--- src/rtl/dat_control_multiblock.sv ---
// DAT-line transfer controller: sequences single/multi-block transfers towards the DAT
// physical layer with an exact block counter, a timeout counter, abort and error reporting.
module dat_control_multiblock #(
  parameter int unsigned BLKCNT_W  = 16,
  parameter int unsigned TIMEOUT_W = 16
) (
  input  logic                 clock,
  input  logic                 reset,
  input  logic                 newService,
  input  logic                 writeRead,
  input  logic                 multiblock,
  input  logic [BLKCNT_W-1:0]  blockCount,
  input  logic                 timeoutenable,
  input  logic [TIMEOUT_W-1:0] timeout,
  input  logic                 abort,
  input  logic                 IDLE_in,
  input  logic                 fifo_ready,
  input  logic                 recibido,
  input  logic                 transferComplete,
  input  logic                 crc_error_in,
  output logic                 newService_fisica,
  output logic                 writeRead_fisica,
  output logic [TIMEOUT_W-1:0] timeout_fisica,
  output logic                 reset_fisica,
  output logic                 complete,
  output logic                 IDLE_out,
  output logic                 timeout_error,
  output logic                 crc_error,
  output logic [BLKCNT_W-1:0]  blocks_done
);

  typedef enum logic [2:0] {
    StReset,
    StIdle,
    StCheckFifo,
    StRequest,
    StWaitResp,
    StWaitIdle,
    StError
  } state_e;

  state_e               state_q, state_d;
  logic                 write_read_q, write_read_d;
  logic                 multiblock_q, multiblock_d;
  logic [BLKCNT_W-1:0]  block_count_q, block_count_d;
  logic                 tout_en_q, tout_en_d;
  // Holds the timeout value already masked by the enable; also drives timeout_fisica.
  logic [TIMEOUT_W-1:0] timeout_q, timeout_d;
  logic [TIMEOUT_W-1:0] tout_cnt_q, tout_cnt_d;
  logic [BLKCNT_W-1:0]  blocks_done_q, blocks_done_d;
  logic                 timeout_error_q, timeout_error_d;
  logic                 crc_error_q, crc_error_d;
  logic                 complete_q, complete_d;
  logic                 new_service_fisica_q, new_service_fisica_d;
  logic                 reset_fisica_q, reset_fisica_d;
  logic                 idle_out_q, idle_out_d;

  logic [BLKCNT_W-1:0]  block_target;
  logic [BLKCNT_W-1:0]  blocks_done_inc;
  logic [TIMEOUT_W-1:0] tout_cnt_inc;
  logic                 timeout_hit;
  logic                 abort_active;

  // A multiblock request for zero blocks behaves like a single block.
  always_comb begin
    block_target = BLKCNT_W'(1);
    if (multiblock_q && (block_count_q != '0)) begin
      block_target = block_count_q;
    end
  end

  assign blocks_done_inc = (&blocks_done_q) ? blocks_done_q : blocks_done_q + BLKCNT_W'(1);
  assign tout_cnt_inc    = tout_cnt_q + TIMEOUT_W'(1);
  assign timeout_hit     = tout_en_q && (timeout_q != '0) && (tout_cnt_inc == timeout_q);
  assign abort_active    = abort &&
                           (state_q inside {StCheckFifo, StRequest, StWaitResp, StWaitIdle});

  always_comb begin
    state_d         = state_q;
    write_read_d    = write_read_q;
    multiblock_d    = multiblock_q;
    block_count_d   = block_count_q;
    tout_en_d       = tout_en_q;
    timeout_d       = timeout_q;
    tout_cnt_d      = tout_cnt_q;
    blocks_done_d   = blocks_done_q;
    timeout_error_d = timeout_error_q;
    crc_error_d     = crc_error_q;
    complete_d      = 1'b0;

    if (abort_active) begin
      state_d = StError;
    end else begin
      case (state_q)
        StReset: begin
          if (IDLE_in) begin
            state_d = StIdle;
          end
        end
        StIdle: begin
          if (newService) begin
            write_read_d    = writeRead;
            multiblock_d    = multiblock;
            block_count_d   = blockCount;
            tout_en_d       = timeoutenable;
            timeout_d       = timeoutenable ? timeout : '0;
            timeout_error_d = 1'b0;
            crc_error_d     = 1'b0;
            blocks_done_d   = '0;
            state_d         = StCheckFifo;
          end
        end
        StCheckFifo: begin
          if (fifo_ready) begin
            state_d = StRequest;
          end
        end
        StRequest: begin
          if (recibido) begin
            tout_cnt_d = '0;
            state_d    = StWaitResp;
          end
        end
        StWaitResp: begin
          if (tout_en_q) begin
            tout_cnt_d = tout_cnt_inc;
          end
          // A completion arriving in the timeout cycle still counts as a completion.
          if (transferComplete) begin
            if (crc_error_in) begin
              crc_error_d = 1'b1;
              state_d     = StError;
            end else begin
              blocks_done_d = blocks_done_inc;
              state_d       = StWaitIdle;
            end
          end else if (timeout_hit) begin
            timeout_error_d = 1'b1;
            state_d         = StError;
          end
        end
        StWaitIdle: begin
          if (IDLE_in) begin
            if (blocks_done_q == block_target) begin
              complete_d = 1'b1;
              state_d    = StIdle;
            end else begin
              state_d = StCheckFifo;
            end
          end
        end
        StError: begin
          state_d = StReset;
        end
        default: begin
          state_d = StReset;
        end
      endcase
    end

    // Outputs are registered copies of the next state so they line up with state_q.
    new_service_fisica_d = (state_d == StRequest);
    reset_fisica_d       = (state_d == StError);
    idle_out_d           = (state_d == StIdle);
  end

  always_ff @(posedge clock) begin
    if (reset) begin
      state_q              <= StReset;
      write_read_q         <= 1'b0;
      multiblock_q         <= 1'b0;
      block_count_q        <= '0;
      tout_en_q            <= 1'b0;
      timeout_q            <= '0;
      tout_cnt_q           <= '0;
      blocks_done_q        <= '0;
      timeout_error_q      <= 1'b0;
      crc_error_q          <= 1'b0;
      complete_q           <= 1'b0;
      new_service_fisica_q <= 1'b0;
      reset_fisica_q       <= 1'b1;
      idle_out_q           <= 1'b0;
    end else begin
      state_q              <= state_d;
      write_read_q         <= write_read_d;
      multiblock_q         <= multiblock_d;
      block_count_q        <= block_count_d;
      tout_en_q            <= tout_en_d;
      timeout_q            <= timeout_d;
      tout_cnt_q           <= tout_cnt_d;
      blocks_done_q        <= blocks_done_d;
      timeout_error_q      <= timeout_error_d;
      crc_error_q          <= crc_error_d;
      complete_q           <= complete_d;
      new_service_fisica_q <= new_service_fisica_d;
      reset_fisica_q       <= reset_fisica_d;
      idle_out_q           <= idle_out_d;
    end
  end

  assign newService_fisica = new_service_fisica_q;
  assign writeRead_fisica  = write_read_q;
  assign timeout_fisica    = timeout_q;
  assign reset_fisica      = reset_fisica_q;
  assign complete          = complete_q;
  assign IDLE_out          = idle_out_q;
  assign timeout_error     = timeout_error_q;
  assign crc_error         = crc_error_q;
  assign blocks_done       = blocks_done_q;

endmodule

--- config.mk ---
export PLATFORM = sky130hd
export DESIGN_NAME = dat_control_multiblock
export DESIGN_NICKNAME = d
export VERILOG_FILES = /design/src/rtl/dat_control_multiblock.sv
export SDC_FILE = /design/constraint.sdc
export NUM_CORES = 1
export LEC_CHECK = 0
export CAP_MARGIN = 5
export CORE_AREA = 3 3 105 107
export DETAILED_ROUTE_END_ITERATION = 8
export DIE_AREA = 0 0 108 110
export PLACE_DENSITY = 0.66
export SYNTH_ARGS = -nofsm -noshare
export SYNTH_HDL_FRONTEND = slang
export SYNTH_SLANG_ARGS = --single-unit
export TNS_END_PERCENT = 20
--- constraint.sdc ---
create_clock -name clock -period 3.85 [get_ports clock]
set_input_delay 0.77 -clock clock [delete_from_list [all_inputs] [get_ports clock]]
set_output_delay 0.77 -clock clock [all_outputs]
set_load 0.05 [all_outputs]
==> results.yml <==
outcome:
  outcome: "complete, no violations"
logic_synthesis:
  yosysTopAreaCell: "dfxtp_1"
  ys.flop_type: "dfxtp_1"
  yosys_warnings: 0
  postSynthCellCount: 544
  synth_fp_nets: 591
  synth_area_sq_um: 4220
  synth_top_area_frac: 0.361
  yosysSeqAreaShare: 0.361
  ys_top_cells_by_area: "dfxtp_1 (36%), nand2_1 (7.9%), a21oi_1 (7.4%)"
  async_flop_share: 0
  ys_types: 63
  synth.avg_cell_area_sq_um: 7.75
  synth-edff-count: 0
  synth-seq-cells: 76
sta:
  drv_slew: 0
  timing.setup.tns_ns: 0
  grt_setup_unrepaired: "false"
  timing_hold_violations_final: 0
  fin_worst_skew_ns: 0.0110
  hold_ws_ns: 0.454
  relSlewSlack: 0.510
  fmax_mhz: 336
  tightest_slew_ns: 0.733
  setup_ws_ns: 0.876
  finalCriticalPeriod_ns: 2.97
  setup_viol: 0
  period_share: 0.772
power:
  pwr-share-seq: 0.423
  p_total_uw: 2290
  p_per_area_nw_per_um2: 434
  cellLeakagePower_uw: 0.00182
  p_comb_frac: 0.333
  power_switching_uw: 856
  swShare: 0.374
  p_clk_frac: 0.244
  vdd.ir_drop.worst_v: 0.000191
  p_int_uw: 1430
floorplan:
  pin_count: 83
  die_h_um: 110
  row_count: 37
  start_util: 0.412
  die-area_sq_um: 11900
  die_w_um: 108
  core-area_sq_um: 10200
critical_path:
  worstPathArrival_ns: 3.22
  cp_slowest_cell: "and4_1"
  critPathMaxStageDelay_ns: 0.46
  cp_num_buf_inv: 0
  worstPathMaxFanout: 11
  worst_setup_path_start_kind: "flop"
  crit_chain: "ha_1 > and3_1 > and4_1 > nand3_4 > and4bb_1 > o21ai_2 > o41ai_2 > a21boi_1 > and3_1"
  cpMostUsedCell: "and3_1"
  r2r_slack_ns: 0.88
  critPathRequiredTime_ns: 4.09
  reg2reg_from: "tout_cnt_q[0]$_SDFFE_PP0P_"
  worstSetupStartpoint: "tout_cnt_q[0]$_SDFFE_PP0P_"
  critPathKind: "reg -> reg"
  critPathTopFamily: "simple AND/OR/NAND/NOR gates"
  cp-end-kind: "flop"
route:
  routedWlPerCell_um: 15.6
  drt_first_pass_iters: 4
  wl_mm: 11.7
  ant_nets: 0
  drc: 0
  num_vias: 4117
  drtIter0Drc: 257
  vias_per_cell: 5.50
place:
  placed_area_sq_um: 5090
  place.gp.congestion: 0.895
  pre_cts_ws_ns: 0.683
  io_buffer_count: 82
  dp_hpwl_mm: 8.41
finish:
  area_growth_syn_to_layout_pct: 25.0
  antenna_cells: 0
  final_cell_area_sq_um: 5270
  nets: 654
  drive_above_1_share: 0.0621
grt:
  grt_pass1_wl_mm: 18.9
  groute.usage.overall: 0.200
  grt_pass1_vias: 3805
  gr-total-overflow: 0
  antenna_found_initial: 0
  grt_max_degree: 57
min_path:
  hold_start: "writeRead_fisica$_SDFFE_PP0P_"
  hp-class: "reg -> reg"
clock_tree:
  clockBufferDepth: 2
  cts_buffers: 9
  clkLatencyLatePin_ns: 0.35
  h-tree-depth: 3
  cts_setup_buffers: 0
  cts_resized: 0
  cts_sinks: 76
  cts_tree: "yes"
  root_buffer: "clkbuf_8"
  cts_hold_buf: 0
  clk_pin_slew_worst_paths_ns: 0.08
flow_run:
  max_cap_violations: 0
-- final timing paths --
check                                       end  cells after the start
hold / removal    writeRead_fisica$_SDFFE_PP0P_                      2
setup reg to reg            IDLE_out$_SDFF_PP0_                      9
setup / recovery            IDLE_out$_SDFF_PP0_                      9
hold reg to reg   writeRead_fisica$_SDFFE_PP0P_                      2
-- placed cells by master (no fill, tap or decap), drive strengths merged, types with 4 or more instances in the layout --
master / n
nand3: 29
buf: 7
and3: 12
dfxtp: 76
a31oi: 8
nor3: 9
nor3b: 5
a211oi: 4
nand3b: 5
or3: 7
clkbuf: 13
nand4: 12
nor2: 44
xor2: 21
xnor2: 20
nor2b: 6
a22oi: 4
o21ai: 21
o211ai: 4
clkdlybuf4s50: 81
a21oi: 62
nor4: 11
inv: 8
nand2: 89
-- registers in the layout (all words and copies together), names as in the netlist --
signal and flops:
block_count_q 16, blocks_done 16, timeout_fisica 16, tout_cnt_q 16, state_q 3, IDLE_out 1, complete 1, crc_error 1
multiblock_q 1, newService_fisica 1, reset_fisica 1, timeout_error 1, tout_en_q 1, writeRead_fisica 1
-- cells in the mapped netlist, types with 3 or more instances --
cell,instances
a211oi_1,3
a21oi_1,62
a22oi_1,4
a31oi_1,7
and2_1,3
and3_1,12
buf_2,6
buf_4,4
clkbuf_1,26
dfxtp_1,76
ha_1,3
inv_1,8
mux2i_1,3
nand2_1,89
nand2b_1,3
nand3_1,28
nand3b_1,5
nand4_1,12
nor2_1,44
nor2b_1,6
nor3_1,9
nor3b_1,4
nor4_1,10
o211ai_1,3
o21ai_0,20
o22ai_1,3
or3_1,7
xnor2_1,20
xor2_1,21
-- cell type report --
class	count	area, sq um
clock inverters	3	21.3
fillers	995	4960
repair buffers	88	861
well taps	136	170
inverters	8	30.0
flip-flops and latches	76	1520
clock buffers	13	159
multi-input cells	424	2510
-- power groups by stage --
| stage | registers, uW | logic (uW) | clock network [uW] |
|---|---|---|---|
| floorplan | 1040 | 472 | 0 |
| global placement | 984 | 754 | 0 |
| detailed placement | 985 | 762 | 0 |
| CTS | 966 | 764 | 578 |
| global route | 981 | 831 | 611 |
| finish | 968 | 763 | 558 |
-- tightest hold or removal path: cells and delay by family, from the launching register on --
kind	cells	cell delay, ns
compound gates	1	0.05
flops	1	0.31
simple gates	1	0.05
-- layer usage --
metal	vias to the layer above	share of wire	global-route usage
li1	2059	-	-
met1	1928	0.47	0.277
met3	22	0.040	0.0262
met2	108	0.47	0.319
met5	-	0	0
met4	0	0.023	0.0775
-- stage by stage --
stage	std cells	util
2_1_floorplan	544	-
3_3_place_gp	732	0.497
3_5_place_dp	732	0.497
4_1_cts	748	0.515
5_1_grt	748	0.515
6_report	748	0.515
-- kinds of logic (layout without fill, tap and decap cells) --
kind of cell / Yosys count / in the layout / share of synthesized area
compound gates: 127 / 127 / 0.194
xor+xnor: 41 / 41 / 0.0852
fa+ha+maj: 3 / 3 / 0.00890
buf+inv: 44 / 112 / 0.0445
flops: 76 / 76 / 0.361
mux: 5 / 5 / 0.0125
simple gates: 248 / 248 / 0.294
Power figures use the tool's default switching activity.
